$ cat src/rtl/mem_pkg.sv
// Shared defaults and word types for the modport_mem register-file memory.
package mem_pkg;

  localparam int ADDR_W_DEFAULT = 5;
  localparam int DATA_W_DEFAULT = 8;
  localparam int DEPTH_DEFAULT  = 2 ** ADDR_W_DEFAULT;

  typedef logic [ADDR_W_DEFAULT-1:0] addr_t;
  typedef logic [DATA_W_DEFAULT-1:0] data_t;

endpackage : mem_pkg

$ cat src/rtl/modport_mem_if.sv
// Access bus of modport_mem: strobes, address and data grouped with master/slave views.
interface modport_mem_if
  import mem_pkg::*;
#(
  parameter int ADDR_W = ADDR_W_DEFAULT,
  parameter int DATA_W = DATA_W_DEFAULT
) ();

  logic              read;
  logic              write;
  logic [ADDR_W-1:0] addr;
  logic [DATA_W-1:0] data_in;
  logic [DATA_W-1:0] data_out;

  modport master (
    output read,
    output write,
    output addr,
    output data_in,
    input  data_out
  );

  modport slave (
    input  read,
    input  write,
    input  addr,
    input  data_in,
    output data_out
  );

endinterface : modport_mem_if

$ cat src/rtl/modport_mem.sv
// Single-port flop-array memory with registered read data; write wins over read,
// and a synchronous reset clears every word as well as the read register.
module modport_mem
  import mem_pkg::*;
#(
  parameter int ADDR_W = ADDR_W_DEFAULT,
  parameter int DATA_W = DATA_W_DEFAULT,
  parameter int DEPTH  = 2 ** ADDR_W
) (
  input  logic          clk,
  input  logic          rst,
  modport_mem_if.slave  bus
);

  logic [DATA_W-1:0] mem_q [DEPTH];
  logic [DATA_W-1:0] data_q;
  logic [DATA_W-1:0] data_d;
  logic [ADDR_W-1:0] addr;

  assign addr         = bus.addr;
  assign bus.data_out = data_q;

  // Read data only moves on a pure read; a coincident write leaves it holding.
  always_comb begin
    data_d = data_q;
    if (bus.read && !bus.write) begin
      data_d = mem_q[addr];
    end
  end

  // NOTE: every state element here uses <= so all flops see pre-edge values of each other.
  always_ff @(posedge clk) begin
    if (rst) begin
      // NOTE: the array is reset word by word because reads after reset must return 0,
      // which rules out mapping this storage onto a non-resettable RAM macro.
      for (int i = 0; i < DEPTH; i++) begin
        mem_q[i] <= '0;
      end
      data_q <= '0;
    end else begin
      if (bus.write) begin
        mem_q[addr] <= bus.data_in;
      end
      data_q <= data_d;
    end
  end

endmodule : modport_mem

$ cat src/flat_wrapper.sv
// flat-port wrapper written by rule: the top's interface ports become plain ports
module modport_mem_flat import mem_pkg::*;
#(
  parameter int ADDR_W = ADDR_W_DEFAULT,
  parameter int DATA_W = DATA_W_DEFAULT,
  parameter int DEPTH  = 2 ** ADDR_W
)
  (clk, rst, bus_read, bus_write, bus_addr, bus_data_in, bus_data_out);
  modport_mem_if #(.ADDR_W(ADDR_W), .DATA_W(DATA_W)) bus_i ();
  input  logic clk;
  input  logic rst;
  input wire logic [$bits(bus_i.read)-1:0] bus_read;
  input wire logic [$bits(bus_i.write)-1:0] bus_write;
  input wire logic [$bits(bus_i.addr)-1:0] bus_addr;
  input wire logic [$bits(bus_i.data_in)-1:0] bus_data_in;
  output wire logic [$bits(bus_i.data_out)-1:0] bus_data_out;
  assign bus_i.read = bus_read;
  assign bus_i.write = bus_write;
  assign bus_i.addr = bus_addr;
  assign bus_i.data_in = bus_data_in;
  assign bus_data_out = bus_i.data_out;
  modport_mem #(.ADDR_W(ADDR_W), .DATA_W(DATA_W), .DEPTH(DEPTH)) u_core (.clk(clk), .rst(rst), .bus(bus_i));
endmodule
$ cat config.mk
export PLATFORM = sky130hd
export DESIGN_NAME = modport_mem_flat
export DESIGN_NICKNAME = d
export VERILOG_FILES = /design/src/rtl/mem_pkg.sv /design/src/rtl/modport_mem_if.sv /design/src/rtl/modport_mem.sv /design/src/flat_wrapper.sv
export SDC_FILE = /design/constraint.sdc
export NUM_CORES = 1
export LEC_CHECK = 0
export BUFFER_PORTS_ARGS = -buffer_cell sky130_fd_sc_hd__buf_4
export CAP_MARGIN = 20
export CORE_ASPECT_RATIO = 1.2
export CORE_UTILIZATION = 45
export DETAILED_ROUTE_END_ITERATION = 16
export PLACE_DENSITY = 0.67
export SLEW_MARGIN = 10
export SYNTH_ARGS = -nofsm -noshare
export SYNTH_HDL_FRONTEND = slang
export SYNTH_SLANG_ARGS = --single-unit
$ cat constraint.sdc
create_clock -name clk -period 4.6 [get_ports clk]
set_input_delay 0.23 -clock clk [delete_from_list [all_inputs] [get_ports clk]]
set_output_delay 0.23 -clock clk [all_outputs]
set_load 0.02 [all_outputs]
==> PnR_summary.wiki, run 1 <==
{| class="wikitable"
! Metric !! Value
|-
| Run status || finished with violations
|-
| Violated checks || design-rule violations
|-
| Overall die width || 153 um
|-
| Total Negative Setup Slacks || 0 ps
|-
| Count of flip-flops with a built-in enable after synthesis || 256
|-
| Crit path launch type || input pin
|-
| NumNets Final || 863
|-
| Max-slew headroom || 47.2%
|-
| Main combinational cell family by area after synthesis || simple AND/OR/NAND/NOR gates
|-
| Hold buffer count at cts || 0
|-
| Count of state elements after synthesis || 264
|-
| Clock-pin slew on the worst setup and hold paths || 70 ps
|-
| CTS Buf Count || 25
|-
| Hold WC Path Type || in2reg
|-
| Site row count || 65
|-
| Share of total power in the clock network || 38.0%
|-
| Slew at the pin with the worst max-slew slack || 786 ps
|-
| Overall Power || 5.18 mW
|-
| Sequential fraction of design power || 54.5%
|-
| Drt first pass iters || 11
|-
| Compound-cell area share of the yosys netlist || 3.28%
|-
| Endpoints failing setup || 0
|-
| Synthesized area per cell || 14.5 sq um
|-
| Clock tree from TritonCTS || built
|-
| Endpoint type of the worst setup path || register
|-
| Leftover overflow at the end of global routing || 0
|-
| Peak VDD IR || 240 uV
|-
| Combinational group share of total power || 7.6%
|-
| # Max-Cap Violations || 0
|-
| Number of sinks driven by the clock tree || 264
|-
| Post CTS Setup Buffer Count || 0
|-
| Cell area after technology mapping || 0.0123 sq mm
|-
| Warnings, synthesis || 0
|-
| Initial standard-cell utilization of the core || 46.2%
|-
| Period Utilization, post-route || 47.2%
|-
| H-tree depth || 1
|-
| Clock period minus final worst setup slack || 2170 ps
|-
| Final instance count without filler cells || 1200
|-
| Vias in the first global route || 6869
|-
| Initial antenna violation count || 0
|-
| Area growth, synth to finish || 9.05%
|-
| Placeable core region || 0.0265 sq mm
|-
| Static leakage power || 4.65 nW
|-
| Number of max-slew violations in the final report || 0
|-
| Sequential cell area || 0.00785 sq mm
|-
| Net switching component of the power || 1.20 mW
|-
| Number of endpoints with negative hold slack in the final report || 0
|-
| Post-cts sizing count || 0
|-
| Placer Congestion || 0.918
|-
| Total length of routed wires || 30300 um
|-
| Adder-cell share of the synthesized area || 0%
|-
| Maximum buffer depth of the clock tree || 3
|-
| Most frequent cells in the layout || and2_1, edfxtp_1, nor2_1, mux4_2, or2_2
|-
| Fmax || 460 MHz
|-
| Global-route usage over all layers || 22.1%
|-
| Number of primary I/O pins || 25
|-
| Die H || 183 um
|-
| Remaining routing DRC violations || 5
|-
| Parity-gate share of the synthesized area counting xor and xnor cells || 0%
|-
| Post-Synth Simple-Gate Area || 18.6%
|-
| Power per Cell Area || 387 mW/mm^2
|-
| Floorplan die area || 0.0279 sq mm
|-
| Wire length of the first global-routing pass || 45200 um
|-
| Routed WL per cell || 25.3 um
|-
| Count of input and output buffers || 24
|-
| Root Driver || clkbuf_16
|-
| Critical path class || in2reg
|-
| Main flop type after synthesis || edfxtp_1
|-
| Count of mapped cells out of synthesis || 843
|-
| Arrival time reported for the critical path endpoint || 2590 ps
|-
| Synthesized netlist net count || 860
|-
| Violation count after the first detailed-route iteration || 738
|-
| Count of vias placed by the detailed router || 6956
|-
| Placed insts || 1154
|-
| Fill count || 2213
|-
| Setup clock skew after layout || 11.3 ps
|-
| Data required, critical path || 5010 ps
|-
| Largest net degree at the start of global routing || 44
|-
| Proportion of total power due to net switching || 23.2%
|-
| Sequential cell area fraction in the yosys report || 64.0%
|-
| Synth cell types || 45
|-
| Share of cells above drive strength 1 || 18.6%
|-
| Fraction of synthesized area in multiplexers || 11.7%
|-
| Fraction of synthesis flops using an asynchronous set or reset pin || 0%
|-
| Area taken by multi-input logic gates || 0.00411 sq mm
|-
| Largest fanout of any net on the critical path || 43
|-
| RSZ-0062 raised after global routing || false
|-
| Half-perimeter wire length after detailed placement || 19800 um
|-
| Final ANT Viol Nets || 0
|-
| Via-to-Cell Ratio || 5.80
|-
| Clock latency on the worst-skew pair || 530 ps
|-
| Internal power summed over all cells || 3.97 mW
|-
| Antenna Cells || 0
|}
-- critical path, stage by stage --
cell     delay, ps
buf_4          550
buf_4          620
mux4_2         590
a21oi_1        180
nor3_1          70
a311o_1        270
-- layer usage --
| layer | vias to the layer above | part of all wire, % | GRT usage [%] |
|---|---|---|---|
| met5 | - | 0 | 0 |
| met4 | 0 | 3.1 | 7.52 |
| met3 | 46 | 6.9 | 2.67 |
| met2 | 278 | 49 | 38.0 |
| met1 | 3535 | 41 | 29.3 |
| li1 | 3097 | - | - |
-- final cells by class --
type	count	area share, %
clock buffer	29	4.79
clock inverter	17	0.983
inverter	3	0.0842
multi-input combinational	524	30.7
sequential	264	58.7
tap	335	3.13
timing repair buffer	28	1.57
-- cells in the mapped netlist (2+ instances only) --
| cell type | instances | area (sq um) |
|---|---|---|
| and2_1 | 256 | 1600 |
| edfxtp_1 | 256 | 7690 |
| nor2_1 | 51 | 191 |
| mux4_2 | 48 | 1080 |
| or2_2 | 32 | 200 |
| clkbuf_1 | 30 | 113 |
| nand2_1 | 22 | 82.6 |
| mux2i_1 | 19 | 190 |
| a22oi_1 | 11 | 82.6 |
| buf_2 | 8 | 40.0 |
| dfxtp_1 | 8 | 160 |
| nand3_1 | 8 | 40.0 |
| buf_6 | 7 | 78.8 |
| mux2_2 | 7 | 78.8 |
| buf_4 | 6 | 45.0 |
| nand2b_1 | 6 | 37.5 |
| a211oi_1 | 5 | 37.5 |
| a21oi_1 | 5 | 25.0 |
| o21ai_0 | 5 | 25.0 |
| a221oi_1 | 4 | 35.0 |
| a311oi_1 | 4 | 35.0 |
| a31oi_1 | 4 | 25.0 |
| nor2b_1 | 4 | 25.0 |
| o22ai_1 | 4 | 25.0 |
| mux4_1 | 3 | 78.8 |
| nor2_2 | 3 | 18.8 |
| nor3_1 | 3 | 15.0 |
| or3_1 | 3 | 18.8 |
| a22o_1 | 2 | 17.5 |
| a32oi_1 | 2 | 17.5 |
| and3_1 | 2 | 12.5 |
| inv_1 | 2 | 7.51 |
-- state kept, by name, indices dropped and copies added, names as in the netlist --
| register | flops |
|---|---|
| u_core.bus.data_out | 8 |
| u_core.mem_q | 256 |
-- power groups by stage --
| stage | Sequential (mW) | Combinational [mW] | Clock, mW |
|---|---|---|---|
| floorplan | 2.84 | 0.259 | 0 |
| global placement | 2.87 | 0.388 | 0 |
| detailed placement | 2.87 | 0.391 | 0 |
| CTS | 2.82 | 0.392 | 1.99 |
| global route | 2.83 | 0.412 | 2.06 |
| finish | 2.82 | 0.392 | 1.96 |
-- final timing paths --
kind / from / to / slack [ps] / cells past startpoint
worst max-delay path: bus_addr[1] / u_core.bus.data_out[0]$_SDFFE_PP0P_ / 2430 / 6
worst max register to register: u_core.mem_q[6][3]$_SDFFCE_PN0P_ / u_core.bus.data_out[3]$_SDFFE_PP0P_ / 2770 / 5
worst min register to register: u_core.bus.data_out[1]$_SDFFE_PP0P_ / u_core.bus.data_out[1]$_SDFFE_PP0P_ / 530 / 2
worst min-delay path: bus_addr[3] / u_core.bus.data_out[4]$_SDFFE_PP0P_ / 90 / 3
-- cell families after synthesis --
family | count (synthesis)
AOI/OAI and AO/OA | 54
and+or+nand+nor | 393
buffers and inverters | 55
DFF | 264
muxes | 77
-- per-stage QoR --
step | setup WS, ps | hold slack, ps | cell area [sq um] | utilization (%)
final | 2430 | 91.7 | 13400 | 50.4
after global routing | 2330 | 105 | 13400 | 50.4
after CTS | 2460 | 76.4 | 13400 | 50.4
after detailed placement | 1920 | 517 | 12600 | 47.5
after global placement | 1920 | 507 | 12600 | 47.5
after floorplan | 2770 | 428 | 12300 | -
Power figures use the tool's default switching activity.
==> inputs of run 2 (changes only) <==
- PLACE_DENSITY: 0.67 -> 0.7
- clock period: 4.6 -> 1.75 ns (I/O delays scaled with it)
==> run 2 against run 1 <==
  * The flow still finishes with violations (design-rule violations)
  * Routed wire length shrank 1.2%
  * Cell area grew 5.3%
  * Sequential power grew to 2.6 times the previous value
  * Sequential share of layout area shrank 2.9 points
  * Register-to-register slack lost 2700 ps
  * Critical path type is now reg2reg
  * Critical endpoint unchanged
  * Highest routed layer unchanged
==> PnR_summary.wiki, run 2 (synthesis gave the netlist of run 1 again) <==
{| class="wikitable"
! Metric !! Value
|-
| Run status || finished with violations
|-
| Violated checks || design-rule violations
|-
| Static leakage power || 5.08 nW (+9.1%)
|-
| Crit path launch type || register
|-
| Floorplan die area || 0.0279 sq mm (unchanged)
|-
| Fmax || 584 MHz
|-
| Clock tree from TritonCTS || built
|-
| Area growth, synth to finish || 14.8%
|-
| Count of input and output buffers || 24 (unchanged)
|-
| Placement Cell Area || 0.0132 sq mm (+5.0%)
|-
| CTS Buf Count || 25 (unchanged)
|-
| Largest net degree at the start of global routing || 33 (-25%)
|-
| Clock latency on the worst-skew pair || 540 ps (about the same)
|-
| Launch instance of the worst register-to-register path || u_core.mem_q[23][0]$_SDFFCE_PN0P_
|-
| Largest fanout of any net on the critical path || 1 (-98%)
|-
| Leftover overflow at the end of global routing || 0 (unchanged)
|-
| Global-route usage over all layers || 21.9% (-0.25 points)
|-
| Half-perimeter wire length after detailed placement || 20300 um (+2.5%)
|-
| Routed WL per cell || 23.5 um (-7.2%)
|-
| Slew at the pin with the worst max-slew slack || 413 ps (-373 ps)
|-
| Max-slew headroom || 71.7% (+24 points)
|-
| NumNets Final || 940 (+8.9%)
|-
| Number of primary I/O pins || 25 (unchanged)
|-
| Die H || 183 um (unchanged)
|-
| Setup clock skew after layout || 18.9 ps (+7.61 ps)
|-
| Post-Place Worst Slack || -94.9 ps (-2020 ps)
|-
| Final Instance Area || 0.0141 sq mm (+5.3%)
|-
| Arrival time reported for the critical path endpoint || 2140 ps (-450 ps)
|-
| Reg2reg path depth || 4 (-1)
|-
| Via-to-Cell Ratio || 5.63 (-2.9%)
|-
| Antenna Cells || 0 (unchanged)
|-
| Root Driver || clkbuf_16
|-
| Initial antenna violation count || 0 (unchanged)
|-
| Overall Power || 14.0 mW (+170%)
|-
| Placer Congestion || 0.928 (+1.0%)
|-
| Data required, critical path || 2180 ps (-2830 ps)
|-
| Worst Slack Setup Final || 38.0 ps (-2390 ps)
|-
| Drt first pass iters || 13 (+2)
|-
| Count of vias placed by the detailed router || 7189 (+3.3%)
|-
| Terminus of the critical flop-to-flop path || u_core.bus.data_out[0]$_SDFFE_PP0P_
|-
| Number of endpoints with negative hold slack in the final report || 0 (unchanged)
|-
| Final ANT Viol Nets || 0 (unchanged)
|-
| Peak VDD IR || 629 uV (+160%)
|-
| H-tree depth || 1 (unchanged)
|-
| Critical hold path startpoint || bus_write
|-
| Overall die width || 153 um (unchanged)
|-
| Period Utilization, post-route || 97.8%
|-
| Clock-pin slew on the worst setup and hold paths || 70 ps (about the same)
|-
| Cells along the critical path || mux4_2 -> a22oi_1 -> a31oi_1 -> a311o_1
|-
| Most frequent cells in the layout || and2_1, edfxtp_1, buf_4, nor2_1, mux4_2
|-
| Site row count || 65 (unchanged)
|-
| Hold WC Path Type || in2reg
|-
| Vias in the first global route || 7315 (+6.5%)
|-
| Wire length of the first global-routing pass || 45100 um (-0.17%)
|-
| Remaining routing DRC violations || 1 (-4)
|-
| Total length of routed wires || 30000 um (-1.2%)
|-
| Violation count after the first detailed-route iteration || 667 (-9.6%)
|-
| Final core utilization || 53.1% (+2.7 points)
|-
| Share of cells above drive strength 1 || 25.5% (+6.9 points)
|-
| Register name with the most flops || u_core.mem_q
|-
| Max reg flops || 256 (unchanged)
|-
| Slowest stage cell, crit path || mux4_2
|-
| Power per Cell Area || 992 mW/mm^2 (+160%)
|-
| Maximum buffer depth of the clock tree || 3 (unchanged)
|-
| # Max-Cap Violations || 0 (unchanged)
|-
| Register-to-register setup slack || 40 ps (-2730 ps)
|-
| Initial standard-cell utilization of the core || 46.2% (unchanged)
|-
| Max stage delay on crit path || 520 ps (-100 ps)
|-
| Min-Delay Path Depth || 5 (+2)
|-
| Placeable core region || 0.0265 sq mm (unchanged)
|-
| Number of max-slew violations in the final report || 0 (unchanged)
|-
| RSZ-0062 raised after global routing || false
|-
| Endpoints failing setup || 0 (unchanged)
|-
| Worst-case hold path end point || u_core.bus.data_out[5]$_SDFFE_PP0P_
|-
| Number of sinks driven by the clock tree || 264 (unchanged)
|-
| Clock period minus final worst setup slack || 1710 ps
|-
| Critical path class || reg2reg
|-
| Endpoint type of the worst setup path || register
|}
==> run 2: cell count changes in the layout (fill, tap and decap cells not counted), sizes merged <==
cell	before	now
dlygate4sd3	0	2
clkinv	14	6
clkbuf	29	36
bufinv	1	2
buf	28	103
==> run 2: layout make-up <==
class / instances / area (sq um)
clock buffer: 36 / 707
timing repair buffer: 105 / 856
fill: 2146 / 12400
tap: 335 / 419
sequential: 264 / 7850
multi-input combinational: 524 / 4130
inverter: 3 / 11.3
clock inverter: 10 / 105
==> run 2: per-layer routing <==
layer / global-route usage (%) / wire, um / up-vias
li1: - / - / 3241
met1: 28.1 / 12100 / 3629
met2: 37.8 / 14900 / 255
met3: 2.43 / 1790 / 64
met4: 9.49 / 1210 / 0
met5: 0 / 0 / -
==> run 2: worst max path at each step <==
stage / endpoint / cells after the start / from
after floorplan: u_core.mem_q[11][0]$_SDFFCE_PN0P_ / 7 / bus_addr[1]
after global placement: u_core.bus.data_out[0]$_SDFFE_PP0P_ / 6 / bus_addr[0]
after detailed placement: u_core.bus.data_out[0]$_SDFFE_PP0P_ / 6 / bus_addr[0]
after CTS: u_core.bus.data_out[0]$_SDFFE_PP0P_ / 4 / u_core.mem_q[21][0]$_SDFFCE_PN0P_
after global routing: u_core.bus.data_out[3]$_SDFFE_PP0P_ / 6 / u_core.mem_q[6][3]$_SDFFCE_PN0P_
final: u_core.bus.data_out[0]$_SDFFE_PP0P_ / 4 / u_core.mem_q[23][0]$_SDFFCE_PN0P_
==> run 2: repair_timing <==
action | 4_1_cts | 5_1_grt
resized for setup | 0 | 5
setup buffers | 0 | 0
hold buffers | 2 | 0
endpoints found under the setup margin | 0 | 4
hold endpoints to repair | 6 | 0
==> run 2: metrics by stage <==
stage                     setup TNS, ps  cells  hold WS, ps
after global placement             -289   1229          467
after CTS                             0   1277         53.3
after global routing                  0   1277          110
final                                 0   1277         74.9
after floorplan                       0    843          286
after detailed placement          -1870   1229          473
==> run 2: report_power, final <==
part / internal [mW] / switching, mW / total (mW)
combinational: 0.471 / 0.671 / 1.14
sequential: 7.26 / 0.128 / 7.39
clock: 3.10 / 2.33 / 5.43
==> run 2: critical path, delay by kind of cell, from the launching register on <==
kind / cells / cell delay [ps]
AOI/OAI and AO/OA: 3 / 670
DFF: 1 / 410
muxes: 1 / 520
